`src/rtl/serial_regfile_slave_pkg.sv`:
```
// Shared definitions for the serial register-file slave: FSM state encoding,
// command bit values and sizing helpers.
package serial_regfile_slave_pkg;

    // Frame FSM states
    typedef enum logic [2:0] {
        ST_IDLE = 3'd0,
        ST_CMD  = 3'd1,
        ST_ADDR = 3'd2,
        ST_TURN = 3'd3,
        ST_DATA = 3'd4
    } state_e;

    // In-band command bit values
    localparam logic CMD_WR = 1'b1;
    localparam logic CMD_RD = 1'b0;

    // Bit-counter width: must index both the address field and a data word
    // including an optional parity bit.
    function automatic int unsigned cnt_width(int unsigned addr_width,
                                              int unsigned reg_width);
        int unsigned max_len;
        max_len = (addr_width > reg_width + 1) ? addr_width : reg_width + 1;
        return $clog2(max_len);
    endfunction

    // True when an address maps onto an implemented register
    function automatic logic addr_in_range(int unsigned addr,
                                           int unsigned num_regs);
        return addr < num_regs;
    endfunction

endpackage

```
`src/rtl/serial_regfile_slave_if.sv`:
```
// Serial host/slave pin bundle.
//   strobe  : frame start/abort (host -> slave)
//   din     : serial data in, LSB first (host -> slave)
//   dout    : registered serial read data (slave -> host)
//   rw_flag : dout carries valid read data (slave -> host)
//   busy    : frame in progress (slave -> host)
//   err     : sticky error, cleared at frame start (slave -> host)
interface serial_regfile_slave_if;

    logic strobe;
    logic din;
    logic dout;
    logic rw_flag;
    logic busy;
    logic err;

    modport master (
        output strobe,
        output din,
        input  dout,
        input  rw_flag,
        input  busy,
        input  err
    );

    modport slave (
        input  strobe,
        input  din,
        output dout,
        output rw_flag,
        output busy,
        output err
    );

endinterface

```
`src/rtl/serial_regfile_core.sv`:
```
// Register storage: NUM_REGS x REG_WIDTH with one write port, one read mux
// (unimplemented addresses read as zero) and flat parallel export.
//   clk, rst_n  : clock, synchronous active-low reset (loads RESET_VAL)
//   wr_en_i     : write strobe for wr_addr_i / wr_data_i
//   rd_addr_i   : combinational read address -> rd_data_o
//   regs_o      : reg k at bits [k*REG_WIDTH +: REG_WIDTH]
module serial_regfile_core #(
    parameter int unsigned          ADDR_WIDTH = 5,
    parameter int unsigned          REG_WIDTH  = 8,
    parameter int unsigned          NUM_REGS   = 17,
    parameter logic [REG_WIDTH-1:0] RESET_VAL  = '0
) (
    input  logic                            clk,
    input  logic                            rst_n,
    input  logic                            wr_en_i,
    input  logic [ADDR_WIDTH-1:0]           wr_addr_i,
    input  logic [REG_WIDTH-1:0]            wr_data_i,
    input  logic [ADDR_WIDTH-1:0]           rd_addr_i,
    output logic [REG_WIDTH-1:0]            rd_data_o,
    output logic [NUM_REGS*REG_WIDTH-1:0]   regs_o
);

    logic [REG_WIDTH-1:0] regs_q [NUM_REGS];

    // Storage; addresses with no matching register are silently ignored
    always_ff @(posedge clk) begin
        if (!rst_n) begin
            for (int k = 0; k < NUM_REGS; k++) begin
                regs_q[k] <= RESET_VAL;
            end
        end else if (wr_en_i) begin
            for (int k = 0; k < NUM_REGS; k++) begin
                if (wr_addr_i == ADDR_WIDTH'(k)) begin
                    regs_q[k] <= wr_data_i;
                end
            end
        end
    end

    // Read mux; falls through to zero when out of range
    always_comb begin
        rd_data_o = '0;
        for (int k = 0; k < NUM_REGS; k++) begin
            if (rd_addr_i == ADDR_WIDTH'(k)) begin
                rd_data_o = regs_q[k];
            end
        end
    end

    for (genvar k = 0; k < NUM_REGS; k++) begin : g_pack
        assign regs_o[k*REG_WIDTH +: REG_WIDTH] = regs_q[k];
    end

endmodule

```
`src/rtl/serial_regfile_slave.sv`:
```
// Serial slave fronting a configuration register file. Frame: strobe, command
// bit (1=write, 0=read), ADDR_WIDTH address bits, then auto-incrementing data
// words (LSB first) until the next strobe or reset. Reads insert one TURN cycle.
//   clk, rst_n : clock, synchronous active-low reset
//   bus_if     : serial pins (strobe, din, dout, rw_flag, busy, err), slave side
//   regs_o     : flat register file contents
// Optional: define SERIAL_REGFILE_PARITY_EN to append one even-parity bit to
// every data word in both directions.
module serial_regfile_slave
    import serial_regfile_slave_pkg::*;
#(
    parameter int unsigned          ADDR_WIDTH = 5,
    parameter int unsigned          REG_WIDTH  = 8,
    parameter int unsigned          NUM_REGS   = 17,
    parameter logic [REG_WIDTH-1:0] RESET_VAL  = '0
) (
    input  logic                          clk,
    input  logic                          rst_n,
    serial_regfile_slave_if.slave         bus_if,
    output logic [NUM_REGS*REG_WIDTH-1:0] regs_o
);

`ifdef SERIAL_REGFILE_PARITY_EN
    localparam int unsigned PAR_BITS = 1;
`else
    localparam int unsigned PAR_BITS = 0;
`endif
    localparam int unsigned     WORD_LEN  = REG_WIDTH + PAR_BITS;
    localparam int unsigned     CNT_W     = cnt_width(ADDR_WIDTH, REG_WIDTH);
    localparam logic [CNT_W-1:0] ADDR_LAST = CNT_W'(ADDR_WIDTH - 1);
    localparam logic [CNT_W-1:0] WORD_LAST = CNT_W'(WORD_LEN - 1);

    state_e                  state_q;
    logic [CNT_W-1:0]        cnt_q;
    logic                    cmd_q;
    logic [ADDR_WIDTH-1:0]   addr_q;
    logic [REG_WIDTH-1:0]    wsh_q;
    logic [WORD_LEN-1:0]     rsh_q;
    logic                    dout_q;
    logic                    rw_flag_q;
    logic                    busy_q;
    logic                    err_q;

    logic [ADDR_WIDTH-1:0]   rd_addr_c;
    logic [REG_WIDTH-1:0]    rd_data_c;
    logic [WORD_LEN-1:0]     rd_word_c;
    logic                    rd_ok_c;
    logic [REG_WIDTH-1:0]    wsh_c;
    logic                    wr_ok_c;
    logic                    wr_par_ok_c;
    logic                    word_end_c;
    logic                    wr_en_c;

    assign word_end_c = (state_q == ST_DATA) && (cnt_q == WORD_LAST);

    // TURN fetches the frame address; a finishing burst word fetches the next one
    assign rd_addr_c = (state_q == ST_TURN) ? addr_q : addr_q + ADDR_WIDTH'(1);
    assign rd_ok_c   = addr_in_range(32'(rd_addr_c), NUM_REGS);
    assign wr_ok_c   = addr_in_range(32'(addr_q), NUM_REGS);

    // Write word with the current din placed at the bit being sampled; at a
    // parity edge no data bit matches, so the word is the completed shift reg.
    always_comb begin
        wsh_c = wsh_q;
        for (int k = 0; k < REG_WIDTH; k++) begin
            if (cnt_q == CNT_W'(k)) begin
                wsh_c[k] = bus_if.din;
            end
        end
    end

`ifdef SERIAL_REGFILE_PARITY_EN
    assign rd_word_c   = {^rd_data_c, rd_data_c};
    assign wr_par_ok_c = ((^wsh_q) == bus_if.din);
`else
    assign rd_word_c   = rd_data_c;
    assign wr_par_ok_c = 1'b1;
`endif

    // Strobe and reset take priority over a commit on the same edge
    assign wr_en_c = rst_n && !bus_if.strobe && word_end_c && (cmd_q == CMD_WR)
                     && wr_ok_c && wr_par_ok_c;

    serial_regfile_core #(
        .ADDR_WIDTH (ADDR_WIDTH),
        .REG_WIDTH  (REG_WIDTH),
        .NUM_REGS   (NUM_REGS),
        .RESET_VAL  (RESET_VAL)
    ) u_core (
        .clk        (clk),
        .rst_n      (rst_n),
        .wr_en_i    (wr_en_c),
        .wr_addr_i  (addr_q),
        .wr_data_i  (wsh_c),
        .rd_addr_i  (rd_addr_c),
        .rd_data_o  (rd_data_c),
        .regs_o     (regs_o)
    );

    // Frame FSM, shifters and registered outputs
    always_ff @(posedge clk) begin
        if (!rst_n) begin
            state_q   <= ST_IDLE;
            cnt_q     <= '0;
            cmd_q     <= CMD_RD;
            addr_q    <= '0;
            wsh_q     <= '0;
            rsh_q     <= '0;
            dout_q    <= 1'b0;
            rw_flag_q <= 1'b0;
            busy_q    <= 1'b0;
            err_q     <= 1'b0;
        end else if (bus_if.strobe) begin
            state_q   <= ST_CMD;
            cnt_q     <= '0;
            dout_q    <= 1'b0;
            rw_flag_q <= 1'b0;
            busy_q    <= 1'b1;
            err_q     <= 1'b0;
        end else begin
            case (state_q)
                ST_IDLE: begin
                    state_q <= ST_IDLE;
                end
                ST_CMD: begin
                    cmd_q   <= bus_if.din;
                    cnt_q   <= '0;
                    state_q <= ST_ADDR;
                end
                ST_ADDR: begin
                    addr_q <= {bus_if.din, addr_q[ADDR_WIDTH-1:1]};
                    if (cnt_q == ADDR_LAST) begin
                        cnt_q   <= '0;
                        state_q <= (cmd_q == CMD_WR) ? ST_DATA : ST_TURN;
                    end else begin
                        cnt_q <= cnt_q + CNT_W'(1);
                    end
                end
                ST_TURN: begin
                    dout_q    <= rd_word_c[0];
                    rsh_q     <= rd_word_c >> 1;
                    rw_flag_q <= 1'b1;
                    cnt_q     <= '0;
                    state_q   <= ST_DATA;
                    if (!rd_ok_c) begin
                        err_q <= 1'b1;
                    end
                end
                ST_DATA: begin
                    if (cmd_q == CMD_RD) begin
                        if (word_end_c) begin
                            // Back-to-back burst: next word with no gap
                            addr_q <= addr_q + ADDR_WIDTH'(1);
                            dout_q <= rd_word_c[0];
                            rsh_q  <= rd_word_c >> 1;
                            cnt_q  <= '0;
                            if (!rd_ok_c) begin
                                err_q <= 1'b1;
                            end
                        end else begin
                            dout_q <= rsh_q[0];
                            rsh_q  <= rsh_q >> 1;
                            cnt_q  <= cnt_q + CNT_W'(1);
                        end
                    end else begin
                        wsh_q <= wsh_c;
                        if (word_end_c) begin
                            addr_q <= addr_q + ADDR_WIDTH'(1);
                            cnt_q  <= '0;
                            if (!(wr_ok_c && wr_par_ok_c)) begin
                                err_q <= 1'b1;
                            end
                        end else begin
                            cnt_q <= cnt_q + CNT_W'(1);
                        end
                    end
                end
                default: begin
                    state_q <= ST_IDLE;
                end
            endcase
        end
    end

    assign bus_if.dout    = dout_q;
    assign bus_if.rw_flag = rw_flag_q;
    assign bus_if.busy    = busy_q;
    assign bus_if.err     = err_q;

endmodule

```
`src/flat_wrapper.sv`:
```
// flat-port wrapper written by rule: the top's interface ports become plain ports
module serial_regfile_slave_flat import serial_regfile_slave_pkg::*;
#(
    parameter int unsigned          ADDR_WIDTH = 5,
    parameter int unsigned          REG_WIDTH  = 8,
    parameter int unsigned          NUM_REGS   = 17,
    parameter logic [REG_WIDTH-1:0] RESET_VAL  = '0
)
  (clk, rst_n, regs_o, bus_if_strobe, bus_if_din, bus_if_dout, bus_if_rw_flag, bus_if_busy, bus_if_err);
  serial_regfile_slave_if bus_if_i ();
  input  logic clk;
  input  logic rst_n;
  output logic [NUM_REGS*REG_WIDTH-1:0] regs_o;
  input wire logic [$bits(bus_if_i.strobe)-1:0] bus_if_strobe;
  input wire logic [$bits(bus_if_i.din)-1:0] bus_if_din;
  output wire logic [$bits(bus_if_i.dout)-1:0] bus_if_dout;
  output wire logic [$bits(bus_if_i.rw_flag)-1:0] bus_if_rw_flag;
  output wire logic [$bits(bus_if_i.busy)-1:0] bus_if_busy;
  output wire logic [$bits(bus_if_i.err)-1:0] bus_if_err;
  assign bus_if_i.strobe = bus_if_strobe;
  assign bus_if_i.din = bus_if_din;
  assign bus_if_dout = bus_if_i.dout;
  assign bus_if_rw_flag = bus_if_i.rw_flag;
  assign bus_if_busy = bus_if_i.busy;
  assign bus_if_err = bus_if_i.err;
  serial_regfile_slave #(.ADDR_WIDTH(ADDR_WIDTH), .REG_WIDTH(REG_WIDTH), .NUM_REGS(NUM_REGS), .RESET_VAL(RESET_VAL)) u_core (.clk(clk), .rst_n(rst_n), .bus_if(bus_if_i), .regs_o(regs_o));
endmodule
```
`config.mk`:
```
export PLATFORM = sky130hd
export DESIGN_NAME = serial_regfile_slave_flat
export DESIGN_NICKNAME = d
export VERILOG_FILES = /design/src/rtl/serial_regfile_slave_pkg.sv /design/src/rtl/serial_regfile_slave_if.sv /design/src/rtl/serial_regfile_core.sv /design/src/rtl/serial_regfile_slave.sv /design/src/flat_wrapper.sv
export SDC_FILE = /design/constraint.sdc
export NUM_CORES = 1
export LEC_CHECK = 0
export BUFFER_PORTS_ARGS = -buffer_cell sky130_fd_sc_hd__buf_4
export CORE_ASPECT_RATIO = 0.75
export CORE_MARGIN = 5
export CORE_UTILIZATION = 60
export DETAILED_ROUTE_END_ITERATION = 7
export PLACE_DENSITY = 0.95
export SYNTH_ARGS = -nofsm -noshare
export SYNTH_HDL_FRONTEND = slang
export SYNTH_SLANG_ARGS = --single-unit
```
`constraint.sdc`:
```
create_clock -name clk -period 6.15 [get_ports clk]
set_input_delay 0.9225 -clock clk [delete_from_list [all_inputs] [get_ports clk]]
set_output_delay 0.9225 -clock clk [all_outputs]
set_load 0.01 [all_outputs]
```
Yosys cells after proc, flatten, opt, wreduce, memory -nomap -nowiden --
Memories as Yosys holds them, arrays and structs flattened. Cells that the tools add are included. W data, S select, Z words.
Cells by class: $add $sub $neg 2, multipliers 0, div/mod/pow operators 0, order comparisons 2, equal/unequal tests 49, shifts and indexed selects 0, multiplexer cells 133, bitwise gates (word level) 20, reduce and logical (&&, ||, !) cells 22
Operator list (number):
- $mux W8 | 35
- $mux W1 | 85
- $eq A5 B4 Y1 const B | 16
- $eq A5 B3 Y1 const B | 8
- $eq A5 B2 Y1 const B | 4
- $or A1 B1 Y1 | 17
- $eq A4 B3 Y1 const B | 4
- $pmux W8 S2 | 1
- $pmux W3 S4 | 1
- $pmux W4 S3 | 1
- $reduce_and A3 Y1 | 4
- $eq A5 B1 Y1 const B | 2
- $eq A5 B5 Y1 const B | 2
- $logic_not A5 Y1 | 2
- $lt A5 B5 Y1 const B | 2
- $mux W5 | 2
- $pmux W5 S2 | 1
- $eq A4 B2 Y1 const B | 2
- $mux W4 | 2
- $reduce_and A2 Y1 | 4
- $mux W7 | 1
- $eq A3 B2 Y1 const B | 2
- $mux W3 | 2
- $ne A2 B2 Y1 const B | 3
- 15 further kinds | 25
Storage, ports and cells: register bits after elaboration 33, latch bits 0, RAM bits 136, ROM bits 0, input port bits 4, output and inout bits 140, logic and storage cells 240, memories kept 1
Memories:
- u_core.u_core.regs_q | depth 17, width 8, read ports 17, clocked after memory_dff 0, wr ports 17, RTL line serial_regfile_core.sv:23 | logic [REG_WIDTH-1:0] regs_q [NUM_REGS];

Logic depth before layout (Yosys ltp) --
depth in word-level cells 23, mapped depth 13, mapped depth without buffers 10

Hierarchy --
From an unflattened synthesis, not the netlist that was laid out.
Unflattened totals: cell total of the unflattened synthesis 687, area total of the unflattened synthesis 8107.8 µm²
By module, submodules not included:
- serial_regfile_core | times used 1, cells an instance 460, area an instance 6175.9 µm², seq. area each 4083.9 µm²
- serial_regfile_slave | times used 1, cells an instance 227, area an instance 1931.9 µm², seq. area each 640.6 µm²

Worst setup path before layout --
No wires, ideal clock.
path type flip-flop to flip-flop, start reg u_core.addr_q[3], end reg u_core.rsh_q[3], library setup time 0.137 ns, arrival 3.215 ns, required time 6.013 ns, slack 2.798 ns, cell stages (with the launch flop) 14, buffers on the path 4, period minus slack after synthesis 3.352 ns, cells stage by stage dfxtp_1 -> clkbuf_1 -> buf_1 -> buf_2 -> and3_1 -> ha_1 -> and3_1 -> a31oi_2 -> a311oi_2 -> buf_2 -> a221oi_2 -> nand2_1 -> a2111oi_0 -> o32ai_1
On the way: longest elaborated chain between the ends 23, elaborated cells on any way between the ends 39, classes of those cells add/sub: 1; eq/ne: 16; mux: 21; reduce/logical: 1
RTL lines:
- start: declaration | RTL line serial_regfile_slave.sv:36 | logic [ADDR_WIDTH-1:0] addr_q;
- start signal: assignment | RTL line serial_regfile_slave.sv:131 | addr_q <= {bus_if.din, addr_q[ADDR_WIDTH-1:1]};
- start signal: assignment | RTL line serial_regfile_slave.sv:153 | addr_q <= addr_q + ADDR_WIDTH'(1);
- start signal: assignment | RTL line serial_regfile_slave.sv:168 | addr_q <= addr_q + ADDR_WIDTH'(1);
- $add A5 B1 Y5 | RTL line serial_regfile_slave.sv:57 | assign rd_addr_c = (state_q == ST_TURN) ? addr_q : addr_q + ADDR_WIDTH'(1);
- $mux W5 (*) | RTL line serial_regfile_slave.sv:57
- $logic_not A5 Y1 | RTL line serial_regfile_core.sv:44 | if (rd_addr_i == ADDR_WIDTH'(k)) begin
- $mux W8 (16 in series) | RTL line serial_regfile_core.sv:44
- $mux W8 (*) | RTL line serial_regfile_core.sv:44
- $mux W7 | RTL line serial_regfile_slave.sv:151 | if (word_end_c) begin
- $mux W8 | RTL line serial_regfile_slave.sv:150 | if (cmd_q == CMD_RD) begin
- $pmux W8 S2 (*) | RTL line serial_regfile_slave.sv:121 | case (state_q)
- end signal: assignment | RTL line serial_regfile_slave.sv:141 | rsh_q <= rd_word_c >> 1;
- end signal: assignment | RTL line serial_regfile_slave.sv:155 | rsh_q <= rd_word_c >> 1;
- end signal: assignment | RTL line serial_regfile_slave.sv:162 | rsh_q <= rsh_q >> 1;
- end: declaration | RTL line serial_regfile_slave.sv:38 | logic [WORD_LEN-1:0] rsh_q;
Every way passes the cells marked *; elsewhere a longest branch is shown, timed or not. The select of a mux whose other input is x is not followed. A chain may end at the register's enable or synchronous reset.

Final worst setup path --
start reg u_core.addr_q[0], end reg u_core.rsh_q[3]
The elaborated chain is that of the path after synthesis.

==> impl_metrics.env <==
export IMPL_wirelength_um=27000
export IMPL_mostFrequentLayoutCells="buf_4, edfxtp_1, nand2_1"
export IMPL_synth_main_ff_cell="edfxtp_1"
export IMPL_wire_per_inst_um=27.0
export IMPL_setup_tns_ns=0
export IMPL_grt_pass1_wl_um=39800
export IMPL_gp_congestion=1.02
export IMPL_antenna_cells=0
export IMPL_clock_skew_ns=0.0116
export IMPL_area_delta_synth_final_pct=23.0
export IMPL_avgSynthCellArea_um2=11.7
export IMPL_die_height_um=109
export IMPL_dp_slack_ns=2.26
export IMPL_synthCells=674
export IMPL_setup_viol=0
export IMPL_grtUsageMet3_pct=12.9
export IMPL_cp_max_fo=17
export IMPL_grt_overflow=0
export IMPL_clkLatencyLatePin_ns=0.43
export IMPL_worst_setup_path_start_kind="flip-flop"
export IMPL_num_rows=36
export IMPL_final_common_cell="buf_4"
export IMPL_cp_startpoint="u_core.addr_q[0]"
export IMPL_hold_violations=0
export IMPL_antenna_left=0
export IMPL_cp_required_ns=6.41
export IMPL_grt_met2_usage_pct=51.7
export IMPL_portBuffers=143
export IMPL_clkSinkCount=168
export IMPL_max_freq_mhz=233
export IMPL_synth_edf_count=136
export IMPL_layout_drive_gt1_share_pct=26.3
export IMPL_antenna_found_initial=0
export IMPL_crit_arrival_ns=4.55
export IMPL_seq_area_frac_synth_pct=59.8
export IMPL_min_from="u_core.wsh_q[2]"
export IMPL_synth_seq_cells=168
export IMPL_endpoint_kind="flip-flop"
export IMPL_grt_usage_pct=34.1
export IMPL_first_pass_iters=6
export IMPL_drc=0
export IMPL_status="finished, final reports clean"
export IMPL_viasPerCell=7.14
export IMPL_total_power_mw=2.53
export IMPL_cts_hold_buffers_added=0
export IMPL_synth_async_reset_ratio_pct=0
export IMPL_num_vias=7129
export IMPL_grt_util_met1_pct=44.9
export IMPL_p_leak_nw=3.65
export IMPL_ios=144
export IMPL_synth_cell_type_count=85
export IMPL_dp_hpwl_um=18800
export IMPL_synth_area_leaders="edfxtp_1, dfxtp_1, nand2_1"
export IMPL_cts_tree="done"
export IMPL_max_clock_path_buffers=2
export IMPL_cts_made_buffers=17
export IMPL_fin_crit_sh_pct=69.9
export IMPL_grt_busiest_layer="met2"
export IMPL_hp_class="flip-flop to flip-flop"
export IMPL_dp_cells=967
export IMPL_power_density_nw_per_um2=260
export IMPL_cts_resized=0
export IMPL_rsz0062_at_grt="false"
export IMPL_num_nets_final=828
export IMPL_fillCellCount=806
export IMPL_drt_iter0_markers=1393
export IMPL_fin_cells=999
export IMPL_yosys_area_top_type_share_pct=51.7
export IMPL_peakVddDrop_mv=0.216
export IMPL_slew_viol_final=0
export IMPL_path_clk_slew_ns=0.08
export IMPL_synth_area_um2=7900
export IMPL_cts_root_buf="clkbuf_16"
export IMPL_grt_max_degree=30
export IMPL_worstSetupPathType="flip-flop to flip-flop"
export IMPL_reg2reg_from="u_core.addr_q[0]"
export IMPL_core_area_um2=12900
export IMPL_worst_pin_slew_ns=1.40
export IMPL_post_cts_buffers=0
export IMPL_yosys_warnings=0
export IMPL_synth_area_leader_cell="edfxtp_1"
export IMPL_relSlewSlack_pct=5.73
export IMPL_min_period_ns=4.30
export IMPL_start_util_pct=61.1
export IMPL_die_area_um2=15600
export IMPL_synthesis_nets=687
export IMPL_grt_pass1_vias=6698
export IMPL_max_cap_violations=0
export IMPL_fin_ws_ns=1.85
export IMPL_die_x_um=143
export IMPL_cts_htree_levels=4
## report_power, final
group	switching (mW)	internal (mW)	leakage (nW)
registers	0.0327	1.26	1.66
logic	0.0800	0.0563	1.69
clock network	0.515	0.584	0.296
total	0.628	1.90	3.65
## state kept, by name, indices dropped and copies added (netlist names)
name	cells
u_core.addr_q	5
u_core.cnt_q	4
u_core.cmd_q	1
u_core.bus_if.dout	1
u_core.bus_if.rw_flag	1
u_core.bus_if.err	1
u_core.state_q	3
u_core.wsh_q	8
u_core.rsh_q	7
u_core.bus_if.busy	1
u_core.u_core.regs_q	136
## path summary, 6_finish.rpt
check	to	slack, ns	cells past startpoint
worst min register to register	u_core.wsh_q[2]	0.48	2
worst min-delay path	u_core.wsh_q[2]	0.48	2
worst max-delay path	u_core.rsh_q[3]	1.85	10
worst max register to register	u_core.rsh_q[3]	1.85	10
## critical path, cell delays in order, from the launching register on
cell and delay, ns:
dfxtp_1 0.61, ha_1 0.35, and3_1 0.19, ha_1 0.27, or3b_1 0.44, mux2i_2 0.42, nand3_1 0.32, o221ai_1 0.40
a2111oi_0 0.13, a2111oi_0 0.78, o32ai_1 0.20
## cell usage after synthesis, drive strengths merged, types with 14 or more instances
master  count
o21ai      45
inv        14
edfxtp    136
nor2       50
nor3       19
a221oi     14
buf        23
dfxtp      32
nand2      59
a21oi      42
nand3      30
clkbuf     19
## logic make-up (layout without fill, tap and decap cells)
logic type	count (synthesis)	count (layout)	synth area share (%)
AOI/OAI and AO/OA	210	210	19.6
muxes	7	7	1.11
adders and majority gates	9	9	1.43
buffers and inverters	58	212	3.67
and+or+nand+nor	218	218	14.0
DFF	168	168	59.8
xor gates and xnor gates	4	4	0.443
## per-layer routing
| layer | vias up | wire length, µm | share of wire, % |
|---|---|---|---|
| li1 | 2917 | - | - |
| met1 | 3300 | 9310 | 35 |
| met2 | 775 | 11700 | 43 |
| met3 | 137 | 4820 | 18 |
| met4 | 0 | 1150 | 4.3 |
| met5 | - | 0 | 0 |
## per-stage QoR
stage	util (%)	area [µm²]	hold WS [ns]
finish	75.2	9720	0.477
global route	75.2	9720	0.511
CTS	75.2	9720	0.477
detailed placement	70.5	9120	0.467
global placement	70.5	9120	0.442
floorplan	-	7900	0.437
## area by class of cell
class	instances	area (µm²)	share of cell area, %
Sequential cell	168	4720	48.6
Multi-Input combinational cell	448	2890	29.7
Timing Repair Buffer	164	1230	12.7
Clock buffer	17	425	4.38
Tap cell	171	214	2.20
Clock inverter	15	175	1.80
Inverter	16	60.1	0.618
No activity file was read; power rests on OpenSTA's default activity.
